--- src/rtl/a1335_poll_scheduler_pkg.sv ---
// Shared constants and state encoding for the A1335 poll scheduler slice.
package a1335_poll_scheduler_pkg;

  localparam int A1335_ANGLE_BITS = 12;
  localparam int A1335_ADDR_W     = 7;
  localparam int A1335_ANGLE_W    = 16;
  localparam int POS_W            = 32;

  typedef enum logic [2:0] {
    ST_IDLE      = 3'd0,
    ST_REQUEST   = 3'd1,
    ST_WAIT_BUSY = 3'd2,
    ST_WAIT_DONE = 3'd3,
    ST_UPDATE    = 3'd4,
    ST_RECOVER   = 3'd5,
    ST_NEXT      = 3'd6
  } poll_state_e;

  function automatic int clog2_min1(input int value);
    return (value > 1) ? $clog2(value) : 1;
  endfunction

endpackage

--- src/rtl/a1335_poll_scheduler_if.sv ---
// Handshake between the poll scheduler and the shared A1335 angle controller.
interface a1335_poll_scheduler_if;
  import a1335_poll_scheduler_pkg::*;

  logic                     read_angle;
  logic [A1335_ADDR_W-1:0]  device_id;
  logic                     done;
  logic [A1335_ANGLE_W-1:0] angle;

  modport master (output read_angle, device_id, input done, angle);
  modport slave  (input read_angle, device_id, output done, angle);

endinterface

--- src/rtl/a1335_poll_scheduler_angle_unwrap.sv ---
// Per-sensor multi-turn unwrap: shortest-path delta between successive angles,
// accumulated into a wrapping signed position.
module a1335_poll_scheduler_angle_unwrap
  import a1335_poll_scheduler_pkg::*;
#(
  parameter int ANGLE_BITS = A1335_ANGLE_BITS
) (
  input  logic                  clock,
  input  logic                  reset,
  input  logic                  update,
  input  logic                  zero,
  input  logic [ANGLE_BITS-1:0] angle,
  output logic                  valid,
  output logic [POS_W-1:0]      position
);

  logic [ANGLE_BITS-1:0] last_r;
  logic [ANGLE_BITS-1:0] delta_s;
  logic [POS_W-1:0]      delta_ext_s;
  logic [POS_W-1:0]      pos_r;
  logic                  valid_r;

  // Modular difference reinterpreted as signed, then sign-extended
  always_comb begin
    delta_s     = angle - last_r;
    delta_ext_s = {{(POS_W-ANGLE_BITS){delta_s[ANGLE_BITS-1]}}, delta_s};
  end

  // Position/last registers; a zero request beats the accumulated delta
  always_ff @(posedge clock) begin
    if (reset) begin
      last_r  <= '0;
      pos_r   <= '0;
      valid_r <= 1'b0;
    end else if (update) begin
      last_r  <= angle;
      valid_r <= 1'b1;
      if (!valid_r || zero) begin
        pos_r <= '0;
      end else begin
        pos_r <= pos_r + delta_ext_s;
      end
    end else if (zero) begin
      pos_r <= '0;
    end else begin
      pos_r <= pos_r;
    end
  end

  assign valid    = valid_r;
  assign position = pos_r;

endmodule

--- src/rtl/a1335_poll_scheduler.sv ---
// Periodic sweep of NUM_SENSORS A1335 encoders through one shared controller,
// with per-transaction timeout, overrun detection and multi-turn unwrap.
module a1335_poll_scheduler
  import a1335_poll_scheduler_pkg::*;
#(
  parameter int NUM_SENSORS    = 4,
  parameter int CLOCK_FREQ     = 50000000,
  parameter int POLL_HZ        = 1000,
  parameter int TIMEOUT_CYCLES = 100000,
  parameter int ANGLE_BITS     = A1335_ANGLE_BITS
) (
  input  logic                              clock,
  input  logic                              reset,
  input  logic                              enable,
  input  logic [A1335_ADDR_W*NUM_SENSORS-1:0] device_ids,
  input  logic                              clear_errors,
  input  logic [NUM_SENSORS-1:0]            zero_position,
  a1335_poll_scheduler_if.master            bus,
  output logic [POS_W*NUM_SENSORS-1:0]      position,
  output logic [A1335_ANGLE_W*NUM_SENSORS-1:0] raw_angle,
  output logic [NUM_SENSORS-1:0]            valid,
  output logic [NUM_SENSORS-1:0]            timeout_error,
  output logic                              overrun,
  output logic                              sweep_done
);

  localparam int TICK_DIV = CLOCK_FREQ / POLL_HZ;
  localparam int PRE_W    = clog2_min1(TICK_DIV);
  localparam int IDX_W    = clog2_min1(NUM_SENSORS);
  localparam int TMO_W    = clog2_min1(TIMEOUT_CYCLES);
  localparam logic [PRE_W-1:0] PRE_LAST = PRE_W'(TICK_DIV - 1);
  localparam logic [IDX_W-1:0] IDX_LAST = IDX_W'(NUM_SENSORS - 1);
  localparam logic [TMO_W-1:0] TMO_LAST = TMO_W'(TIMEOUT_CYCLES - 1);

  poll_state_e              state_r, state_s;
  logic [PRE_W-1:0]         presc_r;
  logic                     tick_s;
  logic [IDX_W-1:0]         index_r, idx_nx_s;
  logic [TMO_W-1:0]         tmo_r;
  logic [A1335_ADDR_W-1:0]  device_id_r;
  logic                     sweep_done_r, overrun_r;
  logic [NUM_SENSORS-1:0]   timeout_r;
  logic [A1335_ANGLE_W-1:0] raw_r [NUM_SENSORS];
  logic [A1335_ADDR_W-1:0]  ids_s [NUM_SENSORS];
  logic read_angle_s, start_s, adv_s, sweep_end_s, update_s, tmo_hit_s, tmo_run_s;

  assign tick_s   = (presc_r == PRE_LAST);
  assign idx_nx_s = index_r + IDX_W'(1);

  // Free-running sweep-rate prescaler
  always_ff @(posedge clock) begin
    if (reset) begin
      presc_r <= '0;
    end else if (tick_s) begin
      presc_r <= '0;
    end else begin
      presc_r <= presc_r + PRE_W'(1);
    end
  end

  // Next-state and strobe decode
  always_comb begin
    state_s      = state_r;
    read_angle_s = 1'b0;
    start_s      = 1'b0;
    adv_s        = 1'b0;
    sweep_end_s  = 1'b0;
    update_s     = 1'b0;
    tmo_hit_s    = 1'b0;
    tmo_run_s    = 1'b0;
    case (state_r)
      ST_IDLE: begin
        if (tick_s && enable) begin
          start_s = 1'b1;
          state_s = ST_REQUEST;
        end else begin
          state_s = ST_IDLE;
        end
      end
      ST_REQUEST: begin
        // A controller still finishing a pre-reset transaction holds us here
        if (bus.done) begin
          read_angle_s = 1'b1;
          state_s      = ST_WAIT_BUSY;
        end else begin
          state_s = ST_REQUEST;
        end
      end
      ST_WAIT_BUSY: begin
        tmo_run_s = 1'b1;
        if (!bus.done) begin
          state_s = ST_WAIT_DONE;
        end else if (tmo_r == TMO_LAST) begin
          tmo_hit_s = 1'b1;
          state_s   = ST_RECOVER;
        end else begin
          state_s = ST_WAIT_BUSY;
        end
      end
      ST_WAIT_DONE: begin
        tmo_run_s = 1'b1;
        if (bus.done) begin
          state_s = ST_UPDATE;
        end else if (tmo_r == TMO_LAST) begin
          tmo_hit_s = 1'b1;
          state_s   = ST_RECOVER;
        end else begin
          state_s = ST_WAIT_DONE;
        end
      end
      ST_UPDATE: begin
        update_s = 1'b1;
        state_s  = ST_NEXT;
      end
      ST_RECOVER: begin
        if (bus.done) begin
          state_s = ST_NEXT;
        end else begin
          state_s = ST_RECOVER;
        end
      end
      ST_NEXT: begin
        if (index_r == IDX_LAST) begin
          sweep_end_s = 1'b1;
          state_s     = ST_IDLE;
        end else begin
          adv_s   = 1'b1;
          state_s = ST_REQUEST;
        end
      end
      default: begin
        state_s = ST_IDLE;
      end
    endcase
  end

  // Sequencer state, sensor index, timeout counter and sticky overrun
  always_ff @(posedge clock) begin
    if (reset) begin
      state_r      <= ST_IDLE;
      index_r      <= '0;
      tmo_r        <= '0;
      device_id_r  <= ids_s[0];
      sweep_done_r <= 1'b0;
      overrun_r    <= 1'b0;
    end else begin
      state_r      <= state_s;
      sweep_done_r <= sweep_end_s;
      if (start_s) begin
        index_r     <= '0;
        device_id_r <= ids_s[0];
      end else if (adv_s) begin
        index_r     <= idx_nx_s;
        device_id_r <= ids_s[idx_nx_s];
      end else begin
        index_r     <= index_r;
        device_id_r <= device_id_r;
      end
      if (state_r == ST_REQUEST) begin
        tmo_r <= '0;
      end else if (tmo_run_s) begin
        tmo_r <= tmo_r + TMO_W'(1);
      end else begin
        tmo_r <= tmo_r;
      end
      if (tick_s && (state_r != ST_IDLE)) begin
        overrun_r <= 1'b1;
      end else if (clear_errors) begin
        overrun_r <= 1'b0;
      end else begin
        overrun_r <= overrun_r;
      end
    end
  end

  // Sticky per-sensor timeout flags and raw angle capture
  always_ff @(posedge clock) begin
    for (int i = 0; i < NUM_SENSORS; i++) begin
      if (reset) begin
        timeout_r[i] <= 1'b0;
        raw_r[i]     <= '0;
      end else begin
        if (tmo_hit_s && (index_r == IDX_W'(i))) begin
          timeout_r[i] <= 1'b1;
        end else if (clear_errors) begin
          timeout_r[i] <= 1'b0;
        end else begin
          timeout_r[i] <= timeout_r[i];
        end
        if (update_s && (index_r == IDX_W'(i))) begin
          raw_r[i] <= bus.angle;
        end else begin
          raw_r[i] <= raw_r[i];
        end
      end
    end
  end

  for (genvar g = 0; g < NUM_SENSORS; g++) begin : g_sensor
    assign ids_s[g] = device_ids[A1335_ADDR_W*g +: A1335_ADDR_W];
    assign raw_angle[A1335_ANGLE_W*g +: A1335_ANGLE_W] = raw_r[g];

    a1335_poll_scheduler_angle_unwrap #(
      .ANGLE_BITS (ANGLE_BITS)
    ) u_unwrap (
      .clock    (clock),
      .reset    (reset),
      .update   (update_s && (index_r == IDX_W'(g))),
      .zero     (zero_position[g]),
      .angle    (bus.angle[ANGLE_BITS-1:0]),
      .valid    (valid[g]),
      .position (position[POS_W*g +: POS_W])
    );
  end

  assign bus.read_angle = read_angle_s;
  assign bus.device_id  = device_id_r;
  assign timeout_error  = timeout_r;
  assign overrun        = overrun_r;
  assign sweep_done     = sweep_done_r;

endmodule

--- src/flat_wrapper.sv ---
// flat-port wrapper written by rule: the top's interface ports become plain ports
module a1335_poll_scheduler_flat import a1335_poll_scheduler_pkg::*;
#(
  parameter int NUM_SENSORS    = 4,
  parameter int CLOCK_FREQ     = 50000000,
  parameter int POLL_HZ        = 1000,
  parameter int TIMEOUT_CYCLES = 100000,
  parameter int ANGLE_BITS     = A1335_ANGLE_BITS
)
  (clock, reset, enable, device_ids, clear_errors, zero_position, position, raw_angle, valid, timeout_error, overrun, sweep_done, bus_read_angle, bus_device_id, bus_done, bus_angle);
  a1335_poll_scheduler_if bus_i ();
  input  logic clock;
  input  logic reset;
  input  logic enable;
  input  logic [A1335_ADDR_W*NUM_SENSORS-1:0] device_ids;
  input  logic clear_errors;
  input  logic [NUM_SENSORS-1:0] zero_position;
  output logic [POS_W*NUM_SENSORS-1:0] position;
  output logic [A1335_ANGLE_W*NUM_SENSORS-1:0] raw_angle;
  output logic [NUM_SENSORS-1:0] valid;
  output logic [NUM_SENSORS-1:0] timeout_error;
  output logic overrun;
  output logic sweep_done;
  output wire logic [$bits(bus_i.read_angle)-1:0] bus_read_angle;
  output wire logic [$bits(bus_i.device_id)-1:0] bus_device_id;
  input wire logic [$bits(bus_i.done)-1:0] bus_done;
  input wire logic [$bits(bus_i.angle)-1:0] bus_angle;
  assign bus_read_angle = bus_i.read_angle;
  assign bus_device_id = bus_i.device_id;
  assign bus_i.done = bus_done;
  assign bus_i.angle = bus_angle;
  a1335_poll_scheduler #(.NUM_SENSORS(NUM_SENSORS), .CLOCK_FREQ(CLOCK_FREQ), .POLL_HZ(POLL_HZ), .TIMEOUT_CYCLES(TIMEOUT_CYCLES), .ANGLE_BITS(ANGLE_BITS)) u_core (.clock(clock), .reset(reset), .enable(enable), .device_ids(device_ids), .clear_errors(clear_errors), .zero_position(zero_position), .bus(bus_i), .position(position), .raw_angle(raw_angle), .valid(valid), .timeout_error(timeout_error), .overrun(overrun), .sweep_done(sweep_done));
endmodule
--- config.mk ---
export PLATFORM = sky130hd
export DESIGN_NAME = a1335_poll_scheduler_flat
export DESIGN_NICKNAME = d
export VERILOG_FILES = /design/src/rtl/a1335_poll_scheduler_pkg.sv /design/src/rtl/a1335_poll_scheduler_if.sv /design/src/rtl/a1335_poll_scheduler_angle_unwrap.sv /design/src/rtl/a1335_poll_scheduler.sv /design/src/flat_wrapper.sv
export SDC_FILE = /design/constraint.sdc
export NUM_CORES = 1
export LEC_CHECK = 0
export ABC_AREA = 1
export BUFFER_PORTS_ARGS = -buffer_cell sky130_fd_sc_hd__buf_2
export CORE_MARGIN = 2
export CORE_UTILIZATION = 60
export CTS_CLUSTER_SIZE = 8
export DETAILED_ROUTE_END_ITERATION = 7
export GPL_ROUTABILITY_DRIVEN = 0
export HOLD_SLACK_MARGIN = 0.15
export PLACE_DENSITY = 0.92
export SLEW_MARGIN = 0
export SYNTH_ARGS = -nofsm -noshare
export SYNTH_HDL_FRONTEND = slang
export SYNTH_HIERARCHICAL = 1
export SYNTH_SLANG_ARGS = --single-unit
--- constraint.sdc ---
create_clock -name clock -period 4.4 [get_ports clock]
set_input_delay 0.88 -clock clock [delete_from_list [all_inputs] [get_ports clock]]
set_output_delay 0.88 -clock clock [all_outputs]
set_load 0.05 [all_outputs]
==> flow_metrics.env <==
export IMPL_status="finished, final reports clean"
export IMPL_maxCapViolCount=0
export IMPL_ys_warn_count=6
export IMPL_dp_cells=3924
export IMPL_ys_ff_latch=295
export IMPL_hpwl_um=45300
export IMPL_grt_pass1_wl_um=99600
export IMPL_switchingPower_mw=1.96
export IMPL_via_count=22400
export IMPL_synth_edff_count=71
export IMPL_finalHoldViolCount=0
export IMPL_drcViolationCount=0
export IMPL_min_period_over_period=0.860
export IMPL_post_cts_resized=0
export IMPL_num_nets_final=3759
export IMPL_final_cells=3989
export IMPL_post_dp_cell_area_sq_mm=0.0237
export IMPL_end_kind="register"
export IMPL_start_kind="input pin"
export IMPL_grt_total_usage=0.314
export IMPL_yosysMostFrequentCell="nand2_1"
export IMPL_layout_min_cycle_time_ns=3.78
export IMPL_diodes=0
export IMPL_port_buffers=262
export IMPL_crit_fanout=25
export IMPL_p_leak_nw=11.8
export IMPL_drive_above_1_share=0.149
export IMPL_synth_commonest_cells="834 x nand2_1, 409 x inv_1, 360 x a21oi_1, 335 x nor2_1, 224 x dfxtp_1"
export IMPL_cts_tree="built"
export IMPL_power_density_mw_per_mm2=276
export IMPL_ctsHoldBuffers=0
export IMPL_core_area_sq_mm=0.0357
export IMPL_finalInstanceArea_sq_mm=0.0249
export IMPL_synthFlopType="dfxtp_1"
export IMPL_numCtsBuffers=43
export IMPL_grt_pass1_vias=21000
export IMPL_slew_violations=0
export IMPL_die_x_um=195
export IMPL_drt_iter0_drc=1883
export IMPL_rsz0062_at_grt="no"
export IMPL_die_h_um=195
export IMPL_synth_top_area_share=0.205
export IMPL_ir_drop_mv=0.256
export IMPL_synth_async_reset_ratio=0
export IMPL_cts_setup_buffers=0
export IMPL_hold_ws_ns=0.453
export IMPL_setup_viol=0
export IMPL_setup_tns_ns=0
export IMPL_yosysTopAreaCell="dfxtp_1"
export IMPL_switching_share=0.286
export IMPL_vias_per_cell=5.62
export IMPL_synthTopCellsByArea="dfxtp_1 20%, nand2_1 14%, ha_1 11%, edfxtp_1 9.7%, a21oi_1 8.2%"
export IMPL_wl_um=60800
export IMPL_internal_power_mw=4.90
export IMPL_synthesis_area_sq_mm=0.0219
export IMPL_dr_pass1_iters=6
export IMPL_syn_num_nets=3495
export IMPL_whs_path_depth=1
export IMPL_combinationalPowerShare=0.152
export IMPL_cts_htree_levels=2
export IMPL_wl_per_cell_um=15.3
export IMPL_clock_fmax_mhz=264
export IMPL_pwr_share_clk=0.437
export IMPL_yosysUniqueCellTypes=51
export IMPL_path_class="in -> reg"
export IMPL_cts_sinks=295
export IMPL_worst_slew_pin_slew_ns=1.09
export IMPL_arrival_ns=4.19
export IMPL_min_path_type="reg -> reg"
export IMPL_crit_required_ns=4.80
export IMPL_ys_seq_area_frac=0.302
export IMPL_relSlewSlack=0.275
export IMPL_root_buffer="clkbuf_16"
export IMPL_area_growth_syn_to_layout_pct=13.8
export IMPL_sequentialPowerShare=0.411
export IMPL_die_area_sq_mm=0.0380
export IMPL_finClkSkew_ns=0.0177
export IMPL_path_clk_slew_ns=0.05
export IMPL_grt_overflow=0
export IMPL_ant_nets=0
export IMPL_fp_row_count=69
export IMPL_avgSynthCellArea_sq_um=6.75
export IMPL_clk_latency_ns=0.57
export IMPL_cts_buffer_depth=3
export IMPL_netlist_instances=3244
export IMPL_start_util=0.613
export IMPL_boundaryPins=263
export IMPL_grt_max_degree=204
export IMPL_reg2regPathDepth=18
export IMPL_antenna_found_initial=0
[worst max-delay path, stage by stage]
cell	delay, ns
buf_2	0.18
buf_4	0.17
ha_1	0.36
a21oi_1	0.15
nand2_1	0.13
nand3_1	0.12
nand3_1	0.07
nand2_1	0.11
nand2_2	0.36
ha_1	0.55
nand2_1	0.14
nor2_1	0.16
inv_2	0.07
nor3_1	0.20
nand3_1	0.15
nand3_1	0.12
nand2_1	0.07
nand3_1	0.09
a21oi_1	0.07
[cell type report]
cell class	instances	area, sq um
clock buffer	61	1140
clock inverter	4	63.8
inverter	434	1630
timing repair buffer	283	1500
fill	3059	10800
sequential	295	6620
tap	461	577
multi-input combinational	2451	13400
[layout by cell type (no fill, tap or decap), drive strengths merged]
cell type	n
ha	190
edfxtp	71
a2bb2oi	4
xnor2	29
a211oi	44
dfxtp	224
a21o	10
a31oi	2
fa	8
and2	4
or2	16
nand3b	16
nand3	197
o21ai	133
nor3b	5
inv	434
nand2	902
xor2	19
clkbuf	61
buf	283
nor2	374
nand4	39
nor3	46
o21a	10
nor4	5
o21bai	23
clkinv	4
o2111ai	3
a21oi	372
[power groups by stage]
stage          registers [mW]  clock network (mW)  logic [mW]
6_report                 2.82                3.00        1.04
5_1_grt                  2.82                3.19        1.15
4_1_cts                  2.82                3.08        1.03
3_5_place_dp             2.87                   0        1.02
3_3_place_gp             2.87                   0       0.999
2_1_floorplan            2.98                   0       0.659
[logic make-up (layout without fill, tap and decap cells)]
group                      count (synthesis)  in the layout  share of synthesized area
and+or+nand+nor                         1604           1604                      0.323
AOI/OAI and AO/OA                        601            601                      0.152
buffers and inverters                    498            782                     0.0873
DFF                                      295            295                      0.302
adders and majority gates                198            198                      0.116
xor gates and xnor gates                  48             48                     0.0192
[through the flow]
step	worst slack [ns]	total power, mW	utilization
final	0.616	6.87	0.697
after global routing	0.404	7.16	0.697
after CTS	0.797	6.92	0.697
after detailed placement	0.222	3.89	0.663
after global placement	0.321	3.87	0.663
after floorplan	0.788	3.64	-
[metal layers]
metal  part of all wire  wire, um  global-route usage  up-vias
li1                   -         -                   -    11200
met1               0.41     25000               0.398    10100
met2               0.47     28300               0.533      991
met3              0.084      5100              0.0513      177
met4              0.039      2370               0.131        0
met5                  0         0                   0        -
[flip-flops by register name, indices dropped and copies added, names as in the netlist]
signal,count
u_core/presc_r,16
u_core/g_sensor.u_unwrap/position,128
u_core/index_r,2
u_core/bus.device_id,7
u_core/sweep_done,1
u_core/state_r,3
u_core/g_sensor.u_unwrap/valid,4
u_core/raw_r,64
u_core/tmo_r,17
u_core/overrun,1
u_core/timeout_error,4
u_core/g_sensor.u_unwrap/last_r,48
[worst paths after layout]
check | from | endpoint | slack (ns)
worst max-delay path | bus_angle[2] | u_core/g_sensor[2].u_unwrap/position[24]$_SDFFE_PP0P_ | 0.62
worst min-delay path | u_core/presc_r[0]$_SDFF_PP0_ | u_core/presc_r[0]$_SDFF_PP0_ | 0.45
worst max register to register | u_core/g_sensor[2].u_unwrap/last_r[2]$_SDFFE_PP0P_ | u_core/g_sensor[2].u_unwrap/position[24]$_SDFFE_PP0P_ | 0.93
worst min register to register | u_core/presc_r[0]$_SDFF_PP0_ | u_core/presc_r[0]$_SDFF_PP0_ | 0.45
Note: power is estimated with default switching activity, not from simulation.
